### src/rtl/reset_seq_pkg.sv
// reset_seq_pkg: state encodings and default parameters shared by the reset sequencer
package reset_seq_pkg;
  typedef enum logic [2:0] {
    WAIT_LOCK = 3'd0,
    STABLE    = 3'd1,
    REL_ADC   = 3'd2,
    REL_DAC   = 3'd3,
    RUN       = 3'd4
  } state_t;
  localparam int DEF_LOCK_STABLE_CYCLES = 1024;
  localparam int DEF_STAGE_GAP_CYCLES = 16;
  localparam int DEF_CNT_W = 16;
endpackage

### src/rtl/bit_synchronizer.sv
// bit_synchronizer: 2-flop synchronizer with a selectable synchronous reset value
module bit_synchronizer #(
  parameter logic RESET_VAL = 1'b0
) (
  input  logic clk,
  input  logic rst,
  input  logic d,
  output logic q
);
  logic meta;
  always_ff @(posedge clk) begin
    if (rst) {q, meta} <= {2{RESET_VAL}};
    else {q, meta} <= {meta, d};
  end
endmodule

### src/rtl/reset_sequencer.sv
// reset_sequencer: waits for stable PLL lock, then releases ADC, DAC and core resets in order
module reset_sequencer
  import reset_seq_pkg::*;
#(
  parameter int LOCK_STABLE_CYCLES = DEF_LOCK_STABLE_CYCLES,
  parameter int STAGE_GAP_CYCLES = DEF_STAGE_GAP_CYCLES,
  parameter int CNT_W = DEF_CNT_W
) (
  input  logic       i_clock,
  input  logic       i_reset,
  input  logic       i_pll_unlocked,
  input  logic       i_clear_fault,
  output logic       o_adc_reset,
  output logic       o_dac_reset,
  output logic       o_core_reset,
  output logic       o_ready,
  output logic       o_lock_lost,
  output logic [2:0] o_state
);
  localparam logic [CNT_W-1:0] LOCK_LAST = CNT_W'(LOCK_STABLE_CYCLES - 1);
  localparam logic [CNT_W-1:0] GAP_LAST = CNT_W'(STAGE_GAP_CYCLES - 1);
  logic pll_unlocked_sync, pll_ok, fault;
  state_t state, nxt;
  logic [CNT_W-1:0] cnt, cnt_nxt;
  // Synchronizer resets to "unlocked" so nothing is released until lock is seen afresh
  bit_synchronizer #(.RESET_VAL(1'b1)) u_pll_sync (
    .clk(i_clock),
    .rst(i_reset),
    .d(i_pll_unlocked),
    .q(pll_unlocked_sync)
  );
  assign pll_ok = ~pll_unlocked_sync;
  always_comb begin
    nxt = state;
    cnt_nxt = '0;
    fault = 1'b0;
    if (!pll_ok) begin
      nxt = WAIT_LOCK;
      fault = state inside {REL_ADC, REL_DAC, RUN};
    end else begin
      case (state)
        WAIT_LOCK: nxt = STABLE;
        STABLE:    if (cnt == LOCK_LAST) nxt = REL_ADC; else cnt_nxt = cnt + 1'b1;
        REL_ADC:   if (cnt == GAP_LAST) nxt = REL_DAC; else cnt_nxt = cnt + 1'b1;
        REL_DAC:   if (cnt == GAP_LAST) nxt = RUN; else cnt_nxt = cnt + 1'b1;
        RUN:       nxt = RUN;
        default:   nxt = WAIT_LOCK;
      endcase
    end
  end
  // Outputs are decoded from the next state so they switch on the same edge as the state
  always_ff @(posedge i_clock) begin
    if (i_reset) begin
      state <= WAIT_LOCK;
      cnt <= '0;
      o_adc_reset <= 1'b1;
      o_dac_reset <= 1'b1;
      o_core_reset <= 1'b1;
      o_ready <= 1'b0;
      o_lock_lost <= 1'b0;
    end else begin
      state <= nxt;
      cnt <= cnt_nxt;
      o_adc_reset <= !(nxt inside {REL_ADC, REL_DAC, RUN});
      o_dac_reset <= !(nxt inside {REL_DAC, RUN});
      o_core_reset <= nxt != RUN;
      o_ready <= nxt == RUN;
      o_lock_lost <= fault | (o_lock_lost & ~i_clear_fault);
    end
  end
  assign o_state = state;
endmodule

### config.mk
export PLATFORM = sky130hd
export DESIGN_NAME = reset_sequencer
export DESIGN_NICKNAME = d
export VERILOG_FILES = /design/src/rtl/reset_seq_pkg.sv /design/src/rtl/bit_synchronizer.sv /design/src/rtl/reset_sequencer.sv
export SDC_FILE = /design/constraint.sdc
export NUM_CORES = 1
export LEC_CHECK = 0
export BUFFER_PORTS_ARGS = -buffer_cell sky130_fd_sc_hd__buf_2
export CAP_MARGIN = 20
export CORE_UTILIZATION = 60
export DETAILED_ROUTE_END_ITERATION = 10
export PLACE_DENSITY_LB_ADDON = 0.2
export SYNTH_ARGS = -nofsm -noshare
export SYNTH_HDL_FRONTEND = slang
export SYNTH_SLANG_ARGS = --single-unit
### constraint.sdc
create_clock -name i_clock -period 2.8 [get_ports i_clock]
set_input_delay 0.56 -clock i_clock [delete_from_list [all_inputs] [get_ports i_clock]]
set_output_delay 0.56 -clock i_clock [all_outputs]
set_load 0.01 [all_outputs]
==> summary.md, run 1 <==
| Metric | Value |
|---|---|
| Hold Path Depth | `2` |
| Max-slew headroom | `0.6326` |
| Worst hold path class | `in -> reg` |
| R2R setup slack | `820 ps` |
| Total congestion overflow | `0` |
| CTS Root Cell | `clkbuf_4` |
| Crit path capture | `cnt[14]$_SDFF_PP0_` |
| Latest clock arrival within the worst-skew pair | `310 ps` |
| Final Hold Viols | `0` |
| Switching share of power | `0.1890` |
| Reg power frac | `0.665` |
| H-tree depth | `1` |
| DP HPWL | `approximately 1.5 mm` |
| Nets | `about 140` |
| Count of TritonRoute iterations in the first routing pass | `4` |
| Final Setup Violations | `0` |
| Distinct cells, synth | `33` |
| Starting density of the core | `0.6480` |
| Rows | `15` |
| DR vias | `roughly 900` |
| Vias per std cell | `between 5 and 6` |
| Residual DRC count | `0` |
| #FFs+latches synth | `26` |
| Largest net degree at the start of global routing | `17` |
| Largest family of logic cells by synthesized area | `simple AND/OR/NAND/NOR gates` |
| Req. time, crit path | `2990 ps` |
| Antenna violations before repair | `0` |
| Vias in the first global route | `757` |
| Post-Synthesis Cells | `123` |
| Reg-to-reg startpoint | `cnt[0]$_SDFF_PP0_` |
| Synth Area in Compound Gates | `0.1681` |
| Simple-gate share of the synthesized area | `0.2168` |
| Layout Skew | `4.020 ps` |
| Tot Pwr | `0.0005605 W` |
| Post-CTS Setup Bufs | `0` |
| Max Cap Viol | `0` |
| Reg2reg path depth | `5` |
| Post-route cell area | `0.001231 mm2` |
| Synth Warn # | `0` |
| Post-Synth XOR/XNOR Area | `0.1007` |
| Total core area | `0.001745 mm2` |
| Inserted Diodes | `0` |
| Capturing point of the worst reg2reg path | `cnt[14]$_SDFF_PP0_` |
| Ports | `12` |
| Final-report max-slew violation count | `0` |
| Post-synth ARST share | `0` |
| Sequential share of the synthesized area | `0.4602` |
| Worst slack at placement | `~860 ps` |
| Die ar. | `0.002063 mm2` |
| Unrepaired setup endpoints after global routing | `no` |
| Combinational fraction of design power | `0.012` |
| Arr. time, crit path | `2170 ps` |
| Global-route wire length before repair | `3.243 mm` |
| DRT iter0 DRCs | `22` |
| Share of cells above drive strength 1 | `0.1556` |
| Internal power | `0.0004545 W` |
| Hold Buf Count CTS | `0` |
| P per Cell Area | `455.3 mW/mm2` |
| Clock power share | `0.322` |
| Die Span Y | `45.42 um` |
| Layout area overhead | `8.849%` |
| Max VDD drop | `around 0.28 mV` |
| DR WL/cell | `12.68 um` |
| Final ANT Viol Nets | `0` |
| Least-Margin Pin Slew | `around 550 ps` |
| Mux contribution to synthesized area | `0` |
| Mapped Area | `0.001131 mm2` |
| Syn avg cell area | `9.196 um2` |
| I/O Buffers | `11` |
| Chip Width | `between 40 and 50 um` |
| Adder-Cell Fraction of Synth Area | `0.01106` |
| CTS tree | `done` |
| Crit path launch type | `flop` |
| Worst setup path category | `reg -> reg` |
| Setup WS post-layout | `816.2 ps` |
| Clock Path Buffers | `2` |
| Critical path fanouts, max | `16` |
| Drt total wl | `2.028 mm` |
| Final min period | `1984 ps` |
| Reg clk slew, reported paths | `130 ps` |
| Post-CTS Resized | `0` |
| Setup crit start | `cnt[0]$_SDFF_PP0_` |
| Final Cycle Share | `0.7085` |
| Static leakage | `around 0.39 nW` |
| Clock sink total | `26` |
| Sw Pwr | `~0.00011 W` |
| Outcome | `completed` |
| CTS buffer count | `3` |
| Worst Setup End Kind | `flop` |
| Main synth FF type | `dfxtp_1` |
| Setup_tns | `0 ps` |
| Gpl congestion | `0.8051` |
| DP Area | `0.001195 mm2` |
| Number of synthesized flops with an enable pin | `0` |
| Max Freq | `504.1 MHz` |
| Synth Net Count | `128` |
| Global-route usage over all layers | `0.2203` |
-- routing by layer --
layer / routed length, um / track usage / up-vias
met5: 0 / 0 / -
met4: 22 / 0.1091 / 0
met3: 45 / 0.02381 / 4
met2: 926 / 0.3486 / 13
met1: 1033 / 0.2968 / 408
li1: - / - / 476
-- power by group through the flow --
| stage | registers [W] | clock network [W] | logic, W |
|---|---|---|---|
| after CTS | 0.000373 | 0.000186 | 0.00000698 |
| after detailed placement | 0.000381 | 0 | 0.00000695 |
| after global routing | 0.000373 | 0.000206 | 0.00000787 |
| after floorplan | 0.000381 | 0 | 0.00000333 |
| final | 0.000373 | 0.000181 | 0.00000697 |
| after global placement | 0.000381 | 0 | 0.00000665 |
-- worst min-delay path by stage --
stage	startpoint	end	slack [ps]
4_1_cts	i_pll_unlocked	u_pll_sync.meta$_SDFF_PP1_	420
3_5_place_dp	u_pll_sync.meta$_SDFF_PP1_	u_pll_sync.q$_SDFF_PP1_	400
2_1_floorplan	u_pll_sync.meta$_SDFF_PP1_	u_pll_sync.q$_SDFF_PP1_	390
3_3_place_gp	u_pll_sync.meta$_SDFF_PP1_	u_pll_sync.q$_SDFF_PP1_	390
5_1_grt	i_pll_unlocked	u_pll_sync.meta$_SDFF_PP1_	420
6_report	i_pll_unlocked	u_pll_sync.meta$_SDFF_PP1_	420
-- flip-flops by register name, indices dropped and copies added, names as in the netlist --
| register | count |
|---|---|
| cnt | 16 |
| o_state | 3 |
| o_adc_reset | 1 |
| o_core_reset | 1 |
| o_dac_reset | 1 |
| o_lock_lost | 1 |
| o_ready | 1 |
| u_pll_sync.meta | 1 |
| u_pll_sync.q | 1 |
-- through the flow --
step | std cells | util | hold WS (ps)
2_1_floorplan | 123 | - | 389.5
3_3_place_gp | 156 | 0.6846 | 394.4
3_5_place_dp | 156 | 0.6846 | 395.9
4_1_cts | 160 | 0.7054 | 422.8
5_1_grt | 160 | 0.7054 | 415.8
6_report | 160 | 0.7054 | 423.2
-- critical path, cell delays in order (launching register included) --
cell and delay [ps]:
dfxtp_1 410, ha_1 220, nand3_1 160, or3_1 500, o21ai_4 410, a22oi_1 160
-- logic make-up (layout without fill, tap and decap cells) --
logic type,Yosys count,after routing
fa+ha+maj,1,1
flops,26,26
compound gates,29,29
simple gates,44,44
xor+xnor,13,13
buf+inv,10,22
-- cell usage after synthesis (all sizes together), types with 2 or more instances --
cell type / count / area (um2)
nand2: 5 / 18.77
nand3: 6 / 40.04
nor3: 4 / 20.02
or2: 2 / 12.51
xnor2: 11 / 96.34
a22oi: 2 / 15.01
nor2: 7 / 26.28
or3: 4 / 25.02
a32o: 2 / 20.02
nor4: 7 / 43.79
o21ai: 4 / 31.28
nand4: 3 / 18.77
dfxtp: 26 / 520.5
xor2: 2 / 17.52
buf: 2 / 18.77
inv: 7 / 26.28
and3: 2 / 12.51
a21oi: 15 / 75.07
-- area by class of cell --
type                       instances  area [um2]
multi-input combinational         87       561.8
sequential                        26       520.5
fill                             142       514.2
timing repair buffer              11       55.05
clock buffer                       4       36.28
tap                               25       31.28
inverter                           7       26.28
-- placed cells by master (no fill, tap or decap), types with 4 or more instances in the layout --
master   instances
or3_1            4
inv_1            7
nand2_1          5
a21oi_1         15
xnor2_1         11
buf_2           11
nor2_1           7
nor4_1           7
dfxtp_1         26
nand3_1          4
nor3_1           4
(Power assumes the default switching activity.)
==> inputs of run 2 (changes only) <==
--- a/config.mk
+++ b/config.mk
@@ -5,9 +5,10 @@
 export SDC_FILE = /design/constraint.sdc
 export NUM_CORES = 1
 export LEC_CHECK = 0
+export ABC_AREA = 1
 export BUFFER_PORTS_ARGS = -buffer_cell sky130_fd_sc_hd__buf_2
 export CAP_MARGIN = 20
-export CORE_UTILIZATION = 60
+export CORE_UTILIZATION = 56
 export DETAILED_ROUTE_END_ITERATION = 10
 export PLACE_DENSITY_LB_ADDON = 0.2
 export SYNTH_ARGS = -nofsm -noshare
==> constraint.sdc (replaced) <==
create_clock -name i_clock -period 1.91 [get_ports i_clock]
set_input_delay 0.382 -clock i_clock [delete_from_list [all_inputs] [get_ports i_clock]]
set_output_delay 0.382 -clock i_clock [all_outputs]
set_load 0.01 [all_outputs]
==> summary.md, run 2 <==
| Metric | Value |
|---|---|
| #FFs+latches synth | `26` |
| Clock Path Buffers | `2` |
| Synth Warn # | `0` |
| Hold Buf Count CTS | `0` |
| Arr. time, crit path | `between 1500 and 2000 ps` |
| Inserted Diodes | `0` |
| Bufs and invs on worst path | `0` |
| Area contributors post-synth | `dfxtp_1, nand2_1, nor2_1` |
| Drt total wl | `1.857 mm` |
| Chip Width | `47.93 um` |
| Gpl congestion | `0.8041` |
| Commonest non-fill, non-tap cells in the layout | `nand2_1, nor2_1, dfxtp_1` |
| Vias in the first global route | `a little under 800` |
| I/O Buffers | `11` |
| Nets | `176` |
| Distinct cells, synth | `22` |
| H-tree depth | `1` |
| CTS buffer count | `3` |
| Clock sink total | `26` |
| Final ANT Viol Nets | `0` |
| DR WL/cell | `~9.4 um` |
| Post-Synthesis Cells | `around 160` |
| Share of the synthesized area in the top cell type | `0.4407` |
| Layout Skew | `approximately 5.3 ps` |
| Max Freq | `673.7 MHz` |
| Final-report max-slew violation count | `0` |
| Setup WS post-layout | `approximately 430 ps` |
| DRT iter0 DRCs | `13` |
| Ports | `12` |
| Final min period | `1484 ps` |
| Post-synth ARST share | `0` |
| Max VDD drop | `0.4593 mV` |
| Rows | `16` |
| Delay-heaviest family, CP | `simple AND/OR/NAND/NOR gates` |
| DP HPWL | `about 1.5 mm` |
| Mapped Area | `0.001181 mm2` |
| Syn avg cell area | `7.571 um2` |
| Starting density of the core | `0.5960` |
| Least-Margin Pin Slew | `257.6 ps` |
| Crit path launch type | `flop` |
| Layout area overhead | `10.70%` |
| Filler cells | `181` |
| Static leakage | `0.5682 nW` |
| Synth Net Count | `161` |
| Residual DRC count | `0` |
| Critical path fanouts, max | `16` |
| Max-slew headroom | `0.8269` |
| Max Cap Viol | `0` |
| Sequential share of the synthesized area | `0.4407` |
| Post-CTS Resized | `0` |
| Share of cells above drive strength 1 | `0.2118` |
| Max reg flops | `16` |
| Vias per std cell | `roughly 4.8` |
| Outcome | `completed` |
| Main synth FF type | `dfxtp_1` |
| Worst path slowest cell | `dfxtp_1` |
| Die ar. | `0.002297 mm2` |
| Latest clock arrival within the worst-skew pair | `~320 ps` |
| Final Cycle Share | `0.7771` |
| Reg area | `520.5 um2` |
| Req. time, crit path | `between 2000 and 2500 ps` |
| Commonest cells in the netlist | `nand2_1, nor2_1, dfxtp_1` |
| Worst slack at placement | `434.8 ps` |
| Total congestion overflow | `0` |
| Leading area contributor after synthesis | `dfxtp_1` |
| Count of TritonRoute iterations in the first routing pass | `4` |
| Total core area | `~0.0020 mm2` |
| Post-CTS Setup Bufs | `0` |
| Die Span Y | `47.93 um` |
| Global-route usage over all layers | `0.1931` |
| Final Setup Violations | `0` |
| Worst Setup End Kind | `flop` |
| Unrepaired setup endpoints after global routing | `no` |
| Worst hold path class | `in -> reg` |
| Largest net degree at the start of global routing | `17` |
| Slowest stage delay, CP | `380 ps` |
| Critical path, cell by cell | `ha_1 > nand3_2 > nor2_4 > nand2_2 > nand2_2 > nand2_2 > nand3_4 > nor2_1` |
| DR vias | `936` |
| Reg clk slew, reported paths | `140 ps` |
| Global-route wire length before repair | `roughly 3 mm` |
| Hold WS | `238.2 ps` |
| CTS Root Cell | `clkbuf_4` |
| Most frequent CP cell | `nand2_2` |
| Final Hold Viols | `0` |
| Top reg by flops | `cnt` |
| Number of synthesized flops with an enable pin | `0` |
| Setup_tns | `0 ps` |
| Worst setup path category | `reg -> reg` |
| CTS tree | `done` |
| Antenna violations before repair | `0` |
| P per Cell Area | `712.8 mW/mm2` |
| Area of the multi-input gates | `566.8 um2` |
[run 2: cell types whose count changed in the layout (fill, tap and decap cells not counted), moves of 7 or more]
cell     delta
a21oi_1    -13
inv_1      +12
nand2_1    +25
nor2_1     +23
nor4_1      -7
xnor2_1    -10
xor2_1      +7
[run 2: per-stage QoR]
stage                     total power, W  utilization  instance area, um2  cells
after global placement         0.0005721       0.6332                1255    193
after detailed placement       0.0005728       0.6332                1255    193
after CTS                      0.0009392       0.6597                1308    197
after global routing           0.0009639       0.6597                1308    197
final                          0.0009320       0.6597                1308    197
after floorplan                0.0005669            -                1181    156
[run 2: worst paths after layout]
check | depth (start not counted) | startpoint | end | slack (ps)
max | 8 | cnt[0]$_SDFF_PP0_ | cnt[12]$_SDFF_PP0_ | 430
min | 2 | i_pll_unlocked | u_pll_sync.meta$_SDFF_PP1_ | 240
max reg2reg | 8 | cnt[0]$_SDFF_PP0_ | cnt[12]$_SDFF_PP0_ | 430
min reg2reg | 1 | u_pll_sync.meta$_SDFF_PP1_ | u_pll_sync.q$_SDFF_PP1_ | 430
[run 2: per-layer routing]
layer	GRT usage	routed length, um
met2	0.3189	906
met5	0	0
met3	0.04528	59
met1	0.2318	854
met4	0.1000	38
[run 2: cell type report]
| type | count | area share |
|---|---|---|
| Timing Repair Buffer | 11 | 0.04211 |
| Clock buffer | 3 | 0.01722 |
| Tap cell | 27 | 0.02584 |
| Multi-Input combinational cell | 108 | 0.4335 |
| Inverter | 21 | 0.06029 |
| Clock inverter | 1 | 0.02297 |
| Sequential cell | 26 | 0.3981 |
[run 2: power by group]
part	switching [W]	internal, W
Clock	0.000159	0.000212
Sequential	0.00000108	0.000545
Combinational	0.00000906	0.00000575
Total	0.000169	0.000763
[run 2: cell families (layout without fill, tap and decap cells)]
kind of cell,Yosys count,after routing,synth area share
xor gates and xnor gates,10,10,0.07416
DFF,26,26,0.4407
buffers and inverters,22,36,0.07945
AOI/OAI and AO/OA,3,3,0.01589
and+or+nand+nor,94,94,0.3793
adders and majority gates,1,1,0.01059
